`src/rtl/fifo_sync_param_if.sv`:
```
// Handshake and status bundle for the parametrised synchronous FIFO.
// The master side is the write/read agent; the slave side is the FIFO itself.
interface fifo_sync_param_if #(
   parameter int DATA_W = 8,
   parameter int DEPTH  = 16
);
   localparam int ADDR_W = $clog2(DEPTH);

   logic              flush;
   logic              write_en;
   logic [DATA_W-1:0] data_in;
   logic              full;
   logic              read_en;
   logic [DATA_W-1:0] data_out;
   logic              empty;
   logic              almost_full;
   logic              almost_empty;
   logic [ADDR_W:0]   count;
   logic              overflow;
   logic              underflow;

   modport master (
      output flush, write_en, data_in, read_en,
      input  full, data_out, empty, almost_full, almost_empty, count, overflow, underflow
   );

   modport slave (
      input  flush, write_en, data_in, read_en,
      output full, data_out, empty, almost_full, almost_empty, count, overflow, underflow
   );
endinterface

```
`src/rtl/fifo_sync_param.sv`:
```
// Single-clock FIFO with wrap-bit pointers, programmable almost flags,
// occupancy count, overflow/underflow pulses and synchronous flush.
module fifo_sync_param #(
   parameter int DATA_W   = 8,
   parameter int DEPTH    = 16,
   parameter int AF_LEVEL = 12,
   parameter int AE_LEVEL = 4
) (
   input logic               clk,
   input logic               reset,
   fifo_sync_param_if.slave  bus
);
   localparam int ADDR_W = $clog2(DEPTH);
   localparam logic [ADDR_W:0] AF_TH = (ADDR_W+1)'(AF_LEVEL);
   localparam logic [ADDR_W:0] AE_TH = (ADDR_W+1)'(AE_LEVEL);

   logic [DATA_W-1:0] mem [DEPTH];
   logic [ADDR_W:0]   wr_ptr, rd_ptr, count;
   logic [DATA_W-1:0] data_q;
   logic              ovf_q, unf_q;
   logic              empty, full, wr_acc, rd_acc;

   // Status decodes come straight off the registered pointers.
   assign count  = wr_ptr - rd_ptr;
   assign empty  = (wr_ptr == rd_ptr);
   assign full   = (wr_ptr[ADDR_W-1:0] == rd_ptr[ADDR_W-1:0]) &&
                   (wr_ptr[ADDR_W] != rd_ptr[ADDR_W]);

   // A full FIFO still takes a write when a read frees a slot this cycle.
   assign rd_acc = bus.read_en && !empty;
   assign wr_acc = bus.write_en && (!full || rd_acc);

   always_ff @(posedge clk or negedge reset) begin
      if (!reset) begin
         wr_ptr <= '0;
         rd_ptr <= '0;
         data_q <= '0;
         ovf_q  <= 1'b0;
         unf_q  <= 1'b0;
      end else if (bus.flush) begin
         wr_ptr <= '0;
         rd_ptr <= '0;
         ovf_q  <= 1'b0;
         unf_q  <= 1'b0;
      end else begin
         if (wr_acc) wr_ptr <= wr_ptr + 1'b1;
         if (rd_acc) begin
            rd_ptr <= rd_ptr + 1'b1;
            data_q <= mem[rd_ptr[ADDR_W-1:0]];
         end
         ovf_q <= bus.write_en && !wr_acc;
         unf_q <= bus.read_en && !rd_acc;
      end
   end

   // Storage is not reset; when full with read+write the read sees the old word.
   always_ff @(posedge clk) begin
      if (!bus.flush && wr_acc) mem[wr_ptr[ADDR_W-1:0]] <= bus.data_in;
   end

   assign bus.count        = count;
   assign bus.empty        = empty;
   assign bus.full         = full;
   assign bus.almost_full  = (count >= AF_TH);
   assign bus.almost_empty = (count <= AE_TH);
   assign bus.data_out     = data_q;
   assign bus.overflow     = ovf_q;
   assign bus.underflow    = unf_q;
endmodule
```
`src/flat_wrapper.sv`:
```
// flat-port wrapper written by rule: the top's interface ports become plain ports
module fifo_sync_param_flat 
#(
   parameter int DATA_W   = 8,
   parameter int DEPTH    = 16,
   parameter int AF_LEVEL = 12,
   parameter int AE_LEVEL = 4
)
  (clk, reset, bus_flush, bus_write_en, bus_data_in, bus_read_en, bus_full, bus_data_out, bus_empty, bus_almost_full, bus_almost_empty, bus_count, bus_overflow, bus_underflow);
  fifo_sync_param_if #(.DATA_W(DATA_W), .DEPTH(DEPTH)) bus_i ();
  input logic clk;
  input logic reset;
  input wire logic [$bits(bus_i.flush)-1:0] bus_flush;
  input wire logic [$bits(bus_i.write_en)-1:0] bus_write_en;
  input wire logic [$bits(bus_i.data_in)-1:0] bus_data_in;
  input wire logic [$bits(bus_i.read_en)-1:0] bus_read_en;
  output wire logic [$bits(bus_i.full)-1:0] bus_full;
  output wire logic [$bits(bus_i.data_out)-1:0] bus_data_out;
  output wire logic [$bits(bus_i.empty)-1:0] bus_empty;
  output wire logic [$bits(bus_i.almost_full)-1:0] bus_almost_full;
  output wire logic [$bits(bus_i.almost_empty)-1:0] bus_almost_empty;
  output wire logic [$bits(bus_i.count)-1:0] bus_count;
  output wire logic [$bits(bus_i.overflow)-1:0] bus_overflow;
  output wire logic [$bits(bus_i.underflow)-1:0] bus_underflow;
  assign bus_i.flush = bus_flush;
  assign bus_i.write_en = bus_write_en;
  assign bus_i.data_in = bus_data_in;
  assign bus_i.read_en = bus_read_en;
  assign bus_full = bus_i.full;
  assign bus_data_out = bus_i.data_out;
  assign bus_empty = bus_i.empty;
  assign bus_almost_full = bus_i.almost_full;
  assign bus_almost_empty = bus_i.almost_empty;
  assign bus_count = bus_i.count;
  assign bus_overflow = bus_i.overflow;
  assign bus_underflow = bus_i.underflow;
  fifo_sync_param #(.DATA_W(DATA_W), .DEPTH(DEPTH), .AF_LEVEL(AF_LEVEL), .AE_LEVEL(AE_LEVEL)) u_core (.clk(clk), .reset(reset), .bus(bus_i));
endmodule
```
`config.mk`:
```
export PLATFORM = sky130hd
export DESIGN_NAME = fifo_sync_param_flat
export DESIGN_NICKNAME = d
export VERILOG_FILES = /design/src/rtl/fifo_sync_param_if.sv /design/src/rtl/fifo_sync_param.sv /design/src/flat_wrapper.sv
export SDC_FILE = /design/constraint.sdc
export NUM_CORES = 1
export LEC_CHECK = 0
export ABC_CLOCK_PERIOD_IN_PS = 3300
export CAP_MARGIN = 20
export CORE_MARGIN = 2
export CORE_UTILIZATION = 55
export CTS_CLUSTER_SIZE = 40
export DETAILED_ROUTE_END_ITERATION = 16
export PLACE_DENSITY = 0.8
export SYNTH_ARGS = -nofsm -noshare
export SYNTH_HDL_FRONTEND = slang
export SYNTH_SLANG_ARGS = --single-unit
export TNS_END_PERCENT = 10
```
`constraint.sdc`:
```
create_clock -name clk -period 3.3 [get_ports clk]
set_clock_uncertainty 0.15 [all_clocks]
set_input_delay 0.66 -clock clk [delete_from_list [all_inputs] [get_ports clk]]
set_output_delay 0.66 -clock clk [all_outputs]
set_load 0.02 [all_outputs]
```
==> results of run 1 <==
timing repair:
item,in CTS,in global routing
pin swaps,0,5
cloned,0,0
setup buffers,0,3
resized for setup,15,10
endpoints found under the setup margin,5,4
metal layers:
metal / wire (um) / vias to the layer above / part of all wire, % / global-route usage, %
met5: 0 / - / 0 / 0
met4: 384 / 0 / 2.9 / 11.48
met3: 990 / 31 / 7.6 / 4.979
met2: 6428 / 194 / 49 / 35.98
met1: 5268 / 1833 / 40 / 32.26
li1: - / 1612 / - / -
flip-flops by register name, summed over array words and instances, names as in the netlist:
name and cells:
u_core.bus.data_out 8, u_core.bus.overflow 1, u_core.bus.underflow 1, u_core.mem 128, u_core.rd_ptr 5, u_core.wr_ptr 5
power breakdown:
group | switching (mW) | internal (mW)
sequential | 0.0435 | 2.11
clock | 0.742 | 0.923
combinational | 0.528 | 0.433
total | 1.31 | 3.46
worst min-delay path by stage:
stage                                 from  slack [ns]                     end
floorplan                            reset        0.21  u_core.bus.data_out[0]
global placement    u_core.bus.data_out[2]        0.38  u_core.bus.data_out[2]
detailed placement  u_core.bus.data_out[2]        0.40  u_core.bus.data_out[2]
CTS                                  reset        0.32        u_core.rd_ptr[0]
global route                         reset        0.34        u_core.rd_ptr[0]
finish                               reset        0.35        u_core.wr_ptr[3]
cell type report:
| type | instances | area, um^2 |
|---|---|---|
| tap | 140 | 175.2 |
| sequential | 148 | 4350 |
| clock inverter | 15 | 103.9 |
| clock buffer | 17 | 414.1 |
| inverter | 10 | 37.54 |
| timing repair buffer | 61 | 524.3 |
| fill | 708 | 3578 |
| multi-input combinational | 208 | 1657 |
cells in the final DEF, fill, tap and decap left out, types with 2 or more instances in the layout:
| cell type | instances |
|---|---|
| clkinvlp_4 | 2 |
| nor3_1 | 5 |
| a21oi_1 | 5 |
| nand3b_1 | 2 |
| dfrtp_1 | 17 |
| inv_6 | 4 |
| or3_1 | 5 |
| nor2b_1 | 3 |
| and2_1 | 2 |
| xnor2_1 | 2 |
| edfxtp_1 | 128 |
| o22ai_1 | 16 |
| mux4_2 | 8 |
| nand2b_1 | 4 |
| clkdlybuf4s50_1 | 25 |
| ha_1 | 8 |
| nand2_1 | 6 |
| a221oi_1 | 8 |
| o21ai_1 | 2 |
| buf_4 | 31 |
| clkinv_1 | 3 |
| clkinv_4 | 3 |
| o21ai_0 | 12 |
| clkbuf_16 | 16 |
| mux2i_1 | 50 |
| a31oi_1 | 9 |
| inv_1 | 9 |
| nor2_1 | 37 |
| nand3_1 | 4 |
| dfrtp_2 | 2 |
| clkinv_2 | 4 |
| xor2_1 | 3 |
worst reg2reg max path: cells and delay by family (launching register included):
family                     cells  cell delay [ns]
AOI/OAI and AO/OA              1             0.43
and+or+nand+nor                3             0.86
buffers and inverters          1             0.23
DFF                            1             0.47
adders and majority gates      1             0.37
cell families after synthesis:
kind of cell | synth area share (%)
adder cells (fa/ha/maj) | 2.165
buffers and inverters | 2.409
multiplexers | 11.11
XOR/XNOR | 1.246
AO/OA/AOI/OAI | 6.637
flip-flops | 70.90
AND/OR/NAND/NOR | 5.534
==> impl_metrics.tcl, run 1 <==
set metrics [dict create \
    first_global_vias 3561 \
    syn_area_um2 6127 \
    max-slew-margin-rel_pct 30.96 \
    crit_path_start_kind "flip-flop" \
    port_buffers 31 \
    finish.cell_count_without_fillers 599 \
    synth.area.top_cells "edfxtp_1 (63%), dfrtp_1 (8.2%), mux2i_1 (8.2%), mux4_2 (2.9%), nor2_1 (2.3%)" \
    timing_max_transition_violations_final 0 \
    finalWorstSetupSlack_ns 0.03901 \
    result_of_the_run "complete, no violations" \
    crit_path_max_incr_delay_ns 0.49 \
    worstPathArrival_ns 2.45 \
    fp-row-count 38 \
    dpl_cell_area_um2 6709 \
    syn_inst 384 \
    initialDrtViolationCount 304 \
    worstSkewPairLatency_ns 0.52 \
    reg2reg_to "u_core.mem[5][7]" \
    postSynth.asyncResetShare_pct 13.51 \
    cts_tree "built" \
    worst_setup_path_endpoint "bus_almost_empty" \
    rsz0062_at_grt "yes" \
    insertedDiodeCount 0 \
    drt_wl_total_um 13070 \
    hold_buffers 0 \
    numCtsBuffers 17 \
    dp_hpwl_um 8081 \
    postSynthRegisterBits 148 \
    boundaryPins 32 \
    via_per_inst 6.127 \
    postSynth.topFlopCell "edfxtp_1" \
    drtAntennaViolNets 0 \
    timing_worst_setup_path_type "flip-flop to primary output" \
    synthDominantCellAreaShare_pct 62.73 \
    yosysSeqAreaShare_pct 70.90 \
    worst_ep_required_time_ns 2.49 \
    crit_path_max_fanout 3 \
    area_of_the_die_um2 12000 \
    synth-edff-count 128 \
    synthDominantAreaCellType "edfxtp_1" \
    path_clk_slew_ns 0.06 \
    track_usage_pct 23.48 \
    totalNegativeSetupSlack_ns 0 \
    grt_pass1_wl_um 19820 \
    reg2reg_from "u_core.wr_ptr[3]" \
    worst_ir_drop_vdd_mv 0.3102 \
    syn-mean-instance-area_um2 15.96 \
    finish.net_count 469 \
    finalHoldWorstSlack_ns 0.3460 \
    max_clock_freq_ghz 0.3067 \
    final_area_um2 7262 \
    timing.final.crit_period_ns 3.261 \
    routed-via-count 3670 \
    synth.yosys.warnings 0 \
    finalSetupViolations 0 \
    syn2layout_area_growth_pct 18.52 \
    area_of_the_core_region_um2 10840 \
    number_of_nets_produced_by_synthesis 407 \
    end_kind "primary output" \
    post-place-cells 564 \
    grt-ovfl-total 0 \
    place_ws_ns 0.001707 \
    finalCritPeriodShare_pct 98.82 \
    post_drt_wl_per_cell_um 21.82 \
    root_buffer "clkbuf_8" \
    drt_drc_violations_left 0 \
    routabilityCongestion 0.8742 \
    r2r.worst_path.cells 6 \
    cp_num_cells 7 \
    ordered_list_of_cells_on_the_worst_path "ha_4 -> fa_2 -> nor2b_1 -> o21ai_1 -> a21o_1 -> a221oi_2 -> buf_4" \
    startpoint "u_core.rd_ptr[0]" \
    worst-slew-pin-transition_ns 1.036 \
    cp_num_buf_inv 1 \
    cts.htree.levels 4 \
    power-per-cell-area_nw_per_um2 657.7 \
    finalCoreUtilization_pct 66.99 \
    final_hold_viol_count 0 \
    grt_antenna_before_repair 0 \
    synth_common_cells "edfxtp_1 (128), mux2i_1 (50), nor2_1 (37), dfrtp_1 (20), o22ai_1 (16)" \
    regToRegSetupSlack_ns 0.50 \
    synth.most_common_cell "edfxtp_1" \
    die_width_um 109.5 \
    cts_max_path_buffers 2 \
    drive_gt1_share_pct 18.30 \
    power.static_leakage_nw 2.473 \
    worst_path_max_delay_cell "dfrtp_4" \
    largest_net_degree_at_the_start_of_global_routing 60 \
    cts.sink_count 148 \
    cpLargestDelayFamily "compound AO/OA/AOI/OAI gates" \
    total_power_mw 4.776 \
    detail_route.first_pass.iterations 5 \
    min-delay-path-class "input pin to asynchronous set/reset pin" \
    die-height_um 109.5 \
    drv_cap 0 \
    synth.distinct_cells 45 \
    initial_utilization_pct 56.52 \
]
(Power assumes the default switching activity.)
==> run 2: changes to the inputs <==
Settings changed: ABC_AREA set to 1.
==> impl_metrics.tcl, run 2 <==
set metrics [dict create \
    power.combinational.fraction_pct 20.5 \
    via_per_inst 5.252 \
    synth_common_cells "nand2_1 (195), edfxtp_1 (128), inv_1 (113), nand3_1 (95), nor2_1 (56)" \
    timing_worst_setup_path_type "flip-flop to primary output" \
    synthDominantCellAreaShare_pct 56.46 \
    synthDominantAreaCellType "edfxtp_1" \
    routed-wl-met2_um 7368 \
    area_of_the_core_region_um2 12060 \
    crit_path_start_kind "flip-flop" \
    port_buffers 31 \
    wl_met1_um 5925 \
    routabilityCongestion 0.8931 \
    syn2layout_area_growth_pct 15.42 \
    cpLargestDelayFamily "adder cells" \
    fp-row-count 40 \
    worst-slew-pin-transition_ns 0.7526 \
    post_drt_wl_per_cell_um 16.45 \
    initial_utilization_pct 56.44 \
    met3_wirelength_um 1320 \
    dpl_cell_area_um2 7283 \
    yosysSeqAreaShare_pct 63.81 \
    cts_max_path_buffers 2 \
    final_hold_viol_count 0 \
    finalHoldWorstSlack_ns 0.3526 \
    largest_net_degree_at_the_start_of_global_routing 68 \
    synth.most_common_cell "nand2_1" \
    p_switching_mw 1.374 \
    detail_route.first_pass.iterations 5 \
    crit_path_max_incr_delay_ns 0.40 \
    postSynth.asyncResetShare_pct 13.51 \
    synth.area.top_cells "edfxtp_1 (56%), nand2_1 (11%), dfrtp_1 (7.4%), nand3_1 (7.0%), inv_1 (6.2%)" \
    postSynthRegisterBits 148 \
    routed-via-count 4800 \
    power.static_leakage_nw 3.405 \
    internal-power_mw 3.590 \
    cts.sink_count 148 \
    area_of_the_die_um2 13280 \
    worstSkewPairLatency_ns 0.41 \
    most-common-layout-cells "nand2_1 (195), edfxtp_1 (128), inv_1 (113)" \
    power_switching_share_pct 27.68 \
    synth.distinct_cells 26 \
    track_usage_pct 24.10 \
    worst_ir_drop_vdd_mv 0.3380 \
    die_width_um 115.3 \
    cp_num_buf_inv 2 \
    r2r.worst_path.cells 10 \
    hold_path.startpoint "u_core.bus.data_out[6]" \
    initialDrtViolationCount 608 \
    syn-mean-instance-area_um2 9.809 \
    pwr-share-seq_pct 43.1 \
    power.share.clock_pct 36.4 \
    numCtsBuffers 17 \
    drive_gt1_share_pct 9.517 \
    reg2reg_to "u_core.mem[5][2]" \
    boundaryPins 32 \
    grt-ovfl-total 0 \
    synth.yosys.warnings 0 \
    timing.final.crit_period_ns 3.224 \
    largest_register_ff_count 128 \
    hold_path_end "u_core.bus.data_out[6]" \
    end_kind "primary output" \
    root_buffer "clkbuf_16" \
    reg2reg_from "u_core.rd_ptr[1]" \
    grt_antenna_before_repair 0 \
    path_clk_slew_ns 0.06 \
    worst_ep_required_time_ns 2.49 \
    cts_tree "built" \
    final_area_um2 7858 \
    uppermost_layer_routed "met4" \
    min-delay-path-class "flip-flop to flip-flop" \
    number_of_nets_produced_by_synthesis 717 \
    synth-edff-count 128 \
    drtAntennaViolNets 0 \
    drv_cap 0 \
    first_global_vias 4668 \
    power-per-cell-area_nw_per_um2 631.8 \
    grt_pass1_wl_um 23330 \
    finish.net_count 756 \
    postSynth.topFlopCell "edfxtp_1" \
    totalNegativeSetupSlack_ns 0 \
    insertedDiodeCount 0 \
    crit_path_max_fanout 5 \
    max-slew-margin-rel_pct 49.67 \
    drt_wl_total_um 15030 \
    finalSetupViolations 0 \
    post-cts-setup-buffer-count 0 \
    syn_inst 694 \
    worstPathArrival_ns 2.41 \
    dp_hpwl_um 9432 \
    worst_path_max_delay_cell "dfrtp_1" \
    drt_drc_violations_left 0 \
    syn_area_um2 6808 \
    regToRegSetupSlack_ns 0.74 \
    cts.htree.levels 4 \
    ordered_list_of_cells_on_the_worst_path "inv_1 -> ha_1 -> fa_2 -> o21ai_2 -> xor2_2 -> nand2_1 -> nor2_1 -> clkdlybuf4s15_2" \
    finalCoreUtilization_pct 65.15 \
    final_common_cell "nand2_1" \
    finalCritPeriodShare_pct 97.70 \
    die-height_um 115.3 \
    max_clock_freq_ghz 0.3102 \
    timing_max_transition_violations_final 0 \
    result_of_the_run "complete, no violations" \
    timing.hold.worst_path_depth 2 \
]
-- run 2: tightest hold or removal path, cell delays in order (launching register included) --
cell and delay [ns]:
dfrtp_1 0.34, nor2_1 0.05, nor2_1 0.08
-- run 2: power by group through the flow --
| stage | Clock [mW] | Combinational, mW | Sequential (mW) |
|---|---|---|---|
| 3_3_place_gp | 0 | 0.977 | 2.17 |
| 6_report | 1.81 | 1.02 | 2.14 |
| 3_5_place_dp | 0 | 1.01 | 2.18 |
| 5_1_grt | 1.92 | 1.11 | 2.14 |
| 2_1_floorplan | 0 | 0.582 | 2.24 |
| 4_1_cts | 1.82 | 1.01 | 2.14 |
-- run 2: layout make-up --
class                      count  area, um^2
clock buffer                  25       465.4
clock inverter                 7       85.08
fill                         869        4204
inverter                     118       442.9
multi-input combinational    401        1876
sequential                   148        4345
tap                          168       210.2
timing repair buffer          47       432.9
-- run 2: what timing repair did --
action / CTS / global route
gates resized for setup: 9 / 8
hold endpoints to repair: 0 / 0
endpoints found under the setup margin: 4 / 5
hold buffers: 0 / 0
gates cloned: 0 / 0
-- run 2: routing by layer --
layer,GRT usage (%),vias to the layer above
li1,-,2296
met1,30.27,2231
met2,39.41,235
met3,6.326,38
met4,11.16,0
met5,0,-
-- run 2: cell families after synthesis --
family / after synthesis / share of synthesized area [%]
adders and majority gates: 10 / 1.948
buffers and inverters: 145 / 8.950
AOI/OAI and AO/OA: 18 / 1.489
and+or+nand+nor: 367 / 23.03
xor gates and xnor gates: 6 / 0.7719
DFF: 148 / 63.81
-- run 2: through the flow --
step / std cells / total power, mW / setup WS, ns
after floorplan: 694 / 2.818 / 0.3287
after detailed placement: 882 / 3.187 / 0.02887
final: 914 / 4.964 / 0.07599
after CTS: 914 / 4.972 / -0.02338
after global routing: 914 / 5.171 / -0.005911
after global placement: 882 / 3.150 / 0.1934
-- run 2: how the worst max path moves through the flow --
stage                                start                to  slack [ns]  depth (start not counted)
after CTS                 u_core.wr_ptr[0]   bus_almost_full       -0.02                          7
after detailed placement  u_core.wr_ptr[0]  bus_almost_empty        0.03                          8
after global routing      u_core.wr_ptr[0]  bus_almost_empty      -0.006                          8
after floorplan           u_core.rd_ptr[2]   bus_almost_full        0.33                          7
final                     u_core.wr_ptr[0]  bus_almost_empty        0.08                          8
after global placement    u_core.wr_ptr[0]  bus_almost_empty        0.19                          8
